## config.mk

```make
export PLATFORM = sky130hd
export DESIGN_NAME = regfile_wr_sched_flat
export DESIGN_NICKNAME = d
export VERILOG_FILES = /design/src/rtl/regfile_wr_sched_if.sv /design/src/rtl/regfile_wr_sched.sv /design/src/flat_wrapper.sv
export SDC_FILE = /design/constraint.sdc
export NUM_CORES = 1
export LEC_CHECK = 0
export ABC_AREA = 1
export CORE_ASPECT_RATIO = 1.4
export CORE_MARGIN = 1
export CORE_UTILIZATION = 37
export DETAILED_ROUTE_END_ITERATION = 10
export PLACE_DENSITY = 0.74
export SYNTH_ARGS = -nofsm -noshare
export SYNTH_HDL_FRONTEND = slang
export SYNTH_SLANG_ARGS = --single-unit
```

## constraint.sdc

```tcl
create_clock -name clk -period 2 [get_ports clk]
set_input_delay 0.2 -clock clk [delete_from_list [all_inputs] [get_ports clk]]
set_output_delay 0.2 -clock clk [all_outputs]
set_load 0.02 [all_outputs]
```

## src/rtl/regfile_wr_sched_if.sv

```systemverilog
// Writeback-side bus of the register-file write scheduler: requester handshakes,
// clear-sweep control and the WE3/WA3/WD3 write port.
interface regfile_wr_sched_if #(
    parameter int unsigned bits  = 16,
    parameter int unsigned N     = 3,
    parameter int unsigned N_REQ = 3
);
    logic [N_REQ-1:0]      req_valid;
    logic [N_REQ*N-1:0]    req_addr;
    logic [N_REQ*bits-1:0] req_data;
    logic [N_REQ-1:0]      req_ready;
    logic                  clr_req;
    logic                  clr_busy;
    logic                  clr_done;
    logic                  we_o;
    logic [N-1:0]          wa_o;
    logic [bits-1:0]       wd_o;

    modport master (
        output req_valid, req_addr, req_data, clr_req,
        input  req_ready, clr_busy, clr_done, we_o, wa_o, wd_o
    );

    modport slave (
        input  req_valid, req_addr, req_data, clr_req,
        output req_ready, clr_busy, clr_done, we_o, wa_o, wd_o
    );
endinterface

```

## src/rtl/regfile_wr_sched.sv

```systemverilog
// Round-robin scheduler for the single register-file write port, with a
// clear sequencer that zeroes every register on request.
module regfile_wr_sched #(
    parameter int unsigned bits  = 16,
    parameter int unsigned N     = 3,
    parameter int unsigned N_REQ = 3
) (
    input  logic                 clk,
    input  logic                 rst,
    regfile_wr_sched_if.slave    bus
);
    localparam int unsigned PW = (N_REQ > 1) ? $clog2(N_REQ) : 1;
    localparam logic [PW:0]   NREQ_W   = N_REQ[PW:0];
    localparam logic [PW-1:0] LAST_REQ = PW'(N_REQ - 1);
    localparam logic [N:0]    CNT_LAST = {1'b0, {N{1'b1}}};

    typedef enum logic {ARB, CLEAR} state_t;

    state_t          r_state;
    state_t          w_state_nxt;
    logic [PW-1:0]   r_rr_ptr;
    logic [N:0]      r_cnt;
    logic            r_we;
    logic [N-1:0]    r_wa;
    logic [bits-1:0] r_wd;
    logic            r_clr_done;

    logic [PW:0]     w_cand;
    logic [PW-1:0]   w_grant_idx;
    logic            w_grant_any;
    logic [N_REQ-1:0] w_ready;
    logic            w_xfer;
    logic            w_last;
    logic            w_clr_busy;
    logic [N-1:0]    w_sel_addr;
    logic [bits-1:0] w_sel_data;

    assign w_last = (r_cnt == CNT_LAST);

    // Rotating priority search starting at r_rr_ptr, wrapping past N_REQ-1.
    always_comb begin
        w_grant_any = 1'b0;
        w_grant_idx = '0;
        w_cand      = '0;
        for (int unsigned k = 0; k < N_REQ; k++) begin
            w_cand = {1'b0, r_rr_ptr} + k[PW:0];
            if (w_cand >= NREQ_W)
                w_cand = w_cand - NREQ_W;
            if (!w_grant_any && bus.req_valid[w_cand[PW-1:0]]) begin
                w_grant_any = 1'b1;
                w_grant_idx = w_cand[PW-1:0];
            end
        end
    end

    always_ff @(posedge clk) begin
        if (rst)
            r_state <= ARB;
        else
            r_state <= w_state_nxt;
    end

    always_comb begin
        w_state_nxt = r_state;
        case (r_state)
            ARB:     if (bus.clr_req) w_state_nxt = CLEAR;
            CLEAR:   if (w_last)      w_state_nxt = ARB;
            default: w_state_nxt = ARB;
        endcase
    end

    always_comb begin
        w_ready    = '0;
        w_clr_busy = (r_state == CLEAR);
        if (!rst && r_state == ARB && !bus.clr_req && w_grant_any)
            w_ready[w_grant_idx] = 1'b1;
        w_xfer     = |w_ready;
        w_sel_addr = '0;
        w_sel_data = '0;
        for (int unsigned k = 0; k < N_REQ; k++) begin
            if (w_ready[k]) begin
                w_sel_addr = bus.req_addr[k*N +: N];
                w_sel_data = bus.req_data[k*bits +: bits];
            end
        end
    end

    always_ff @(posedge clk) begin
        if (rst) begin
            r_rr_ptr   <= '0;
            r_cnt      <= '0;
            r_we       <= 1'b0;
            r_wa       <= '0;
            r_wd       <= '0;
            r_clr_done <= 1'b0;
        end else if (r_state == CLEAR) begin
            r_we       <= 1'b1;
            r_wa       <= r_cnt[N-1:0];
            r_wd       <= '0;
            r_clr_done <= w_last;
            r_cnt      <= r_cnt + 1'b1;
        end else begin
            r_clr_done <= 1'b0;
            r_cnt      <= '0;
            r_we       <= w_xfer;
            if (w_xfer) begin
                r_wa     <= w_sel_addr;
                r_wd     <= w_sel_data;
                r_rr_ptr <= (w_grant_idx == LAST_REQ) ? '0 : w_grant_idx + 1'b1;
            end
        end
    end

    assign bus.req_ready = w_ready;
    assign bus.clr_busy  = w_clr_busy;
    assign bus.clr_done  = r_clr_done;
    assign bus.we_o      = r_we;
    assign bus.wa_o      = r_wa;
    assign bus.wd_o      = r_wd;
endmodule

```

## src/flat_wrapper.sv

```systemverilog
// flat-port wrapper written by rule: the top's interface ports become plain ports
module regfile_wr_sched_flat 
#(
    parameter int unsigned bits  = 16,
    parameter int unsigned N     = 3,
    parameter int unsigned N_REQ = 3
)
  (clk, rst, bus_req_valid, bus_req_addr, bus_req_data, bus_clr_req, bus_req_ready, bus_clr_busy, bus_clr_done, bus_we_o, bus_wa_o, bus_wd_o);
  regfile_wr_sched_if #(.bits(bits), .N(N), .N_REQ(N_REQ)) bus_i ();
  input  logic clk;
  input  logic rst;
  input wire logic [$bits(bus_i.req_valid)-1:0] bus_req_valid;
  input wire logic [$bits(bus_i.req_addr)-1:0] bus_req_addr;
  input wire logic [$bits(bus_i.req_data)-1:0] bus_req_data;
  input wire logic [$bits(bus_i.clr_req)-1:0] bus_clr_req;
  output wire logic [$bits(bus_i.req_ready)-1:0] bus_req_ready;
  output wire logic [$bits(bus_i.clr_busy)-1:0] bus_clr_busy;
  output wire logic [$bits(bus_i.clr_done)-1:0] bus_clr_done;
  output wire logic [$bits(bus_i.we_o)-1:0] bus_we_o;
  output wire logic [$bits(bus_i.wa_o)-1:0] bus_wa_o;
  output wire logic [$bits(bus_i.wd_o)-1:0] bus_wd_o;
  assign bus_i.req_valid = bus_req_valid;
  assign bus_i.req_addr = bus_req_addr;
  assign bus_i.req_data = bus_req_data;
  assign bus_i.clr_req = bus_clr_req;
  assign bus_req_ready = bus_i.req_ready;
  assign bus_clr_busy = bus_i.clr_busy;
  assign bus_clr_done = bus_i.clr_done;
  assign bus_we_o = bus_i.we_o;
  assign bus_wa_o = bus_i.wa_o;
  assign bus_wd_o = bus_i.wd_o;
  regfile_wr_sched #(.bits(bits), .N(N), .N_REQ(N_REQ)) u_core (.clk(clk), .rst(rst), .bus(bus_i));
endmodule
```

; Word level (Yosys, flattened, before mapping)
; Index checks and enable logic that the tools add are counted.
[totals]
inputBits = 63
memories = 0
romBits = 0
ram_bits = 0
output_inout_bits = 25
reg_bits = 28
latchBits = 0
[classes]
reduce_logical = 15
n_mux = 31
n_lt_le_gt_ge = 8
bitwise_logic = 1
shift = 0
mul = 0
n_eq_ne = 2
n_div = 0
addsub = 7
[ops]
columns = op, n
row1 = $mux 16, 3
row2 = $mux 3, 6
row3 = $mux 2, 7
row4 = $lt 2x3->1 const B, 4
row5 = $mux 1, 10
row6 = $bmux 1 s2, 3
row7 = $ge 3x2->1 const B, 2
row8 = $logic_and 1x1->1, 6
row9 = $sub 2x2->2 const B, 3
row10 = $add 4x1->4 const B, 1
row11 = $eq 4x3->1 const B, 1
row12 = $logic_not 1->1, 4
row13 = $reduce_or 2->1, 2
row14 = $add 2x1->3 const B, 1
row15 = $add 2x2->3 const B, 1
row16 = $reduce_or 3->1, 1
row17 = $add 2x1->2 const B, 1
row18 = $demux 1 s2, 1
row19 = $eq 2x2->1 const B, 1
row20 = $ge 2x1->1 const B, 1
row21 = $ge 2x2->1 const B, 1
row22 = $pmux 1 s2, 1
row23 = $reduce_and 2->1, 1
row24 = $reduce_bool 2->1, 1
row25 = $not 1->1, 1

; Depth between registers and ports, before layout
[depth]
depth_word = 21
mapped_depth = 17
ltp_nobuf = 16

; Worst setup path before layout
; Ideal clock, no wire load.
[synth_timing]
kind = register -> output
startpoint = register u_core.r_rr_ptr[0]
endpoint = output port bus_req_ready[2]
stages_incl_launch_ff = 12
path_buffers = 1
slack_ns = -0.083
required_ns = 1.800
arrival_ns = 1.883
path_cell_list = dfxtp_1 -> inv_1 -> ha_1 -> inv_2 -> nand2_1 -> nand2_2 -> a21oi_4 -> nand4_2 -> nand2_4 -> inv_6 -> buf_12 -> nor2_1
[synth_between]
elab_chain_cells = 16
word_cells_on_any_way = 34
cone_classes = add/sub (5) / order compare (5) / mux (18) / reduce/logical (6)
[synth_lines]
columns = element, line
row1 = start: declaration, regfile_wr_sched.sv:21  ; logic [PW-1:0] r_rr_ptr;
row2 = start signal: assignment, regfile_wr_sched.sv:109  ; r_rr_ptr <= (w_grant_idx == LAST_REQ) ? '0 : w_grant_idx + 1'b1;
row3 = "parallel branches: the longest is 15 deep, another holds $add 2x1->3", n/a
row4 = $mux 3 (*), regfile_wr_sched.sv:75  ; if (!rst && r_state == ARB && !bus.clr_req && w_grant_any)
row5 = end: declaration, flat_wrapper.sv:16  ; output wire logic [$bits(bus_i.req_ready)-1:0] bus_req_ready;
; Mark *: on every way between the ends. The select of a mux whose other input is x is not followed.

; Worst setup path in the final report
[layout_timing]
startpoint = register u_core.r_rr_ptr[1]
endpoint = output port bus_req_ready[0]
; The elaborated chain is that of the path after synthesis.

==> impl_metrics.tcl <==
set metrics [dict create \
    status "complete, but fails checks" \
    failing_checks "negative setup slack" \
    top_usage_layer "met2" \
    hold-worst-slack_ns 0.469 \
    hold_buffers 0 \
    worst-slew-pin-transition_ns 0.269 \
    first_global_vias 2052 \
    vdd_ir_drop_max_v 0.000458 \
    comb_power_share_pct 60.3 \
    internal_power_mw 1.47 \
    overflow 0 \
    detailedRoute.firstPassIterationCount 4 \
    pre_cts_ws_ns -0.369 \
    synth.distinct_cells 27 \
    gp_routability_congestion 0.864 \
    p_clk_share_pct 13.8 \
    synth_nets 345 \
    multi_input_logic_area_um2 1130 \
    post-synth-top-area-cell "sky130_fd_sc_hd__dfxtp_1" \
    drt-wirelength-per-cell_um 13.6 \
    boundaryPins 88 \
    slew_headroom_pct 82.0 \
    postSynth.topFlopCell "sky130_fd_sc_hd__dfxtp_1" \
    ys_seq_area_share_pct 30.7 \
    maxCapViolCount 0 \
    regArea_um2 566 \
    power.share.switching_pct 41.9 \
    gr_layer_usage_met3_pct 2.90 \
    fraction_of_the_cycle_the_final_worst_path_needs_pct 104 \
    grt_antenna_before_repair 0 \
    grt_max_degree 37 \
    detail_route.vias_per_cell 5.00 \
    period_minus_slack_ns 2.07 \
    cts.root.buffer_cell "sky130_fd_sc_hd__clkbuf_8" \
    setup_total_negative_slack_ns -0.152 \
    die_width_um 61.4 \
    area_growth_syn_to_layout_pct 70.7 \
    final_hold_viol_count 0 \
    finish.instance_area_um2 3120 \
    setup-violations-final 3 \
    synth.yosys.warnings 0 \
    drc_errors 0 \
    io_buffers 87 \
    num_rows 29 \
    avgSynthCellArea_um2 6.60 \
    grt_setup_unrepaired "yes" \
    sequentialPowerShare_pct 25.9 \
    cts_tree "done" \
    met2_usage_pct 38.6 \
    clk_path_buf_depth 2 \
    synth-edff-count 0 \
    post_synth_instance_area_um2 1830 \
    final_critical_path_setup_slack_ns -0.0742 \
    clock_sinks 28 \
    total_power_mw 2.53 \
    synthTopCellsByCount "sky130_fd_sc_hd__nand2_1, sky130_fd_sc_hd__nand3_1, sky130_fd_sc_hd__inv_1" \
    floorplan.initialDensity_pct 39.4 \
    track_usage_pct 21.7 \
    detailed_placement_wirelength_estimate_um 4100 \
    final_antenna_net_count 0 \
    path_max_fanout 4 \
    worst_hold_path_type "reg2reg" \
    synthCells 277 \
    floorplan.die.height_um 85.2 \
    final_max_slew_viol_count 0 \
    crit_path_start_kind "flip-flop" \
    capturing_element_type_of_the_critical_path "output port" \
    post-synth-top-count-cell "sky130_fd_sc_hd__nand2_1" \
    cts.reportedPaths.clkPinSlew_ns 0.09 \
    critPathRequiredTime_ns 1.80 \
    worst-endpoint-arrival_ns 1.87 \
    drt-initial-drc-count 110 \
    drive_gt1_share_pct 22.4 \
    nets 453 \
    power_density_nw_per_um2 810 \
    htreeDepth 1 \
    placedInstanceArea_um2 2850 \
    ys_ff_latch 28 \
    antenna_cells 0 \
    nFillCells 446 \
    floorplan.core_area_um2 4640 \
    power_switching_mw 1.06 \
    grt_use_met1_pct 23.8 \
    drt_wl_total_um 6050 \
    max_freq_mhz 482 \
    yosys-top-cells-area "sky130_fd_sc_hd__dfxtp_1, sky130_fd_sc_hd__nand2_1, sky130_fd_sc_hd__nand3_1" \
    worst_clock_skew_ns 0.00371 \
    yosysTopAreaCellShare_pct 30.7 \
    vias 2229 \
    cts_buffers 3 \
    clock_insertion_delay_worst_skew_ns 0.27 \
    setup.worst_path.class "reg2out" \
    async_flop_share_pct 0 \
    fp.dieArea_um2 5230 \
    grt_first_pass_wirelength_um 8640 \
    power_leakage_nw 1.38 \
]
## routing by layer
| layer | routed length [µm] | vias to the layer above | share of wire, % |
|---|---|---|---|
| li1 | - | 1116 | - |
| met1 | 2320 | 1005 | 38 |
| met2 | 3190 | 92 | 53 |
| met3 | 303 | 16 | 5.0 |
| met4 | 238 | 0 | 3.9 |
| met5 | 0 | - | 0 |
## what timing repair did
| item | in CTS | in global routing |
|---|---|---|
| endpoints found under the setup margin | 22 | 22 |
| pin swaps | 5 | 9 |
| gates cloned | 0 | 1 |
| buffers inserted | 3 | 5 |
| resized for setup | 35 | 24 |
## cell type report
class,instances,share of cell area [%]
flip-flops and latches,28,18.1
multi-input cells,194,36.1
well taps,62,2.49
repair buffers,115,35.8
clock buffers,4,1.76
inverters,43,5.65
## worst max-delay path, cell delays in order (launching register included)
cell and delay [ns]:
sky130_fd_sc_hd__dfxtp_4 0.39, sky130_fd_sc_hd__ha_4 0.30, sky130_fd_sc_hd__inv_4 0.04, sky130_fd_sc_hd__nand2_2 0.05, sky130_fd_sc_hd__nand2_2 0.06, sky130_fd_sc_hd__a21oi_4 0.16
sky130_fd_sc_hd__nand4_1 0.14, sky130_fd_sc_hd__nand2_2 0.16, sky130_fd_sc_hd__nor2_4 0.06, sky130_fd_sc_hd__nand2_2 0.08, sky130_fd_sc_hd__inv_2 0.04, sky130_fd_sc_hd__buf_6 0.12
## final timing paths
check / from / end / slack, ns / cells after the start
max reg2reg: u_core.r_rr_ptr[1] / u_core.bus.wa_o[0] / 0.04 / 13
min reg2reg: u_core.bus.wd_o[9] / u_core.bus.wd_o[9] / 0.47 / 2
max: u_core.r_rr_ptr[1] / bus_req_ready[0] / -0.07 / 11
min: u_core.bus.wd_o[9] / u_core.bus.wd_o[9] / 0.47 / 2
## state kept, by name, summed over array words and instances (netlist names)
register,count
u_core.r_rr_ptr,2
u_core.bus.clr_done,1
u_core.bus.clr_busy,1
u_core.bus.wa_o,3
u_core.bus.wd_o,16
u_core.r_cnt,4
u_core.bus.we_o,1
## power by group through the flow
stage                     clock network (mW)  logic, mW  registers [mW]
after floorplan                            0      0.751           0.712
after global placement                     0       1.27           0.657
after detailed placement                   0       1.28           0.657
after CTS                              0.359       1.37           0.651
after global routing                   0.384       1.64           0.661
final                                  0.348       1.52           0.655
## layout by cell type (no fill, tap or decap), drive strengths merged
| master | synthesis | final |
|---|---|---|
| nand3b | 5 | 5 |
| nand2 | 84 | 84 |
| clkdlybuf4s50 | 0 | 84 |
| a21oi | 10 | 10 |
| or2 | 1 | 1 |
| o31ai | 2 | 2 |
| nor3 | 1 | 1 |
| clkbuf | 0 | 5 |
| nor2 | 8 | 8 |
| nand3 | 57 | 57 |
| o21ai | 4 | 4 |
| buf | 12 | 30 |
| ha | 5 | 5 |
| nand4 | 16 | 16 |
| nor4 | 1 | 1 |
| inv | 43 | 43 |
| dfxtp | 28 | 28 |
## logic make-up after synthesis
| family | Yosys count | share of synthesized area, % |
|---|---|---|
| and+or+nand+nor | 173 | 46.6 |
| buffers and inverters | 55 | 13.8 |
| DFF | 28 | 30.7 |
| AOI/OAI and AO/OA | 16 | 5.48 |
| adders and majority gates | 5 | 3.42 |
## through the flow
stage	std cells	util (%)
2_1_floorplan	277	-
3_3_place_gp	435	61.4
3_5_place_dp	435	61.4
4_1_cts	442	64.3
5_1_grt	446	67.2
6_report	446	67.2
(Power assumes the default switching activity.)
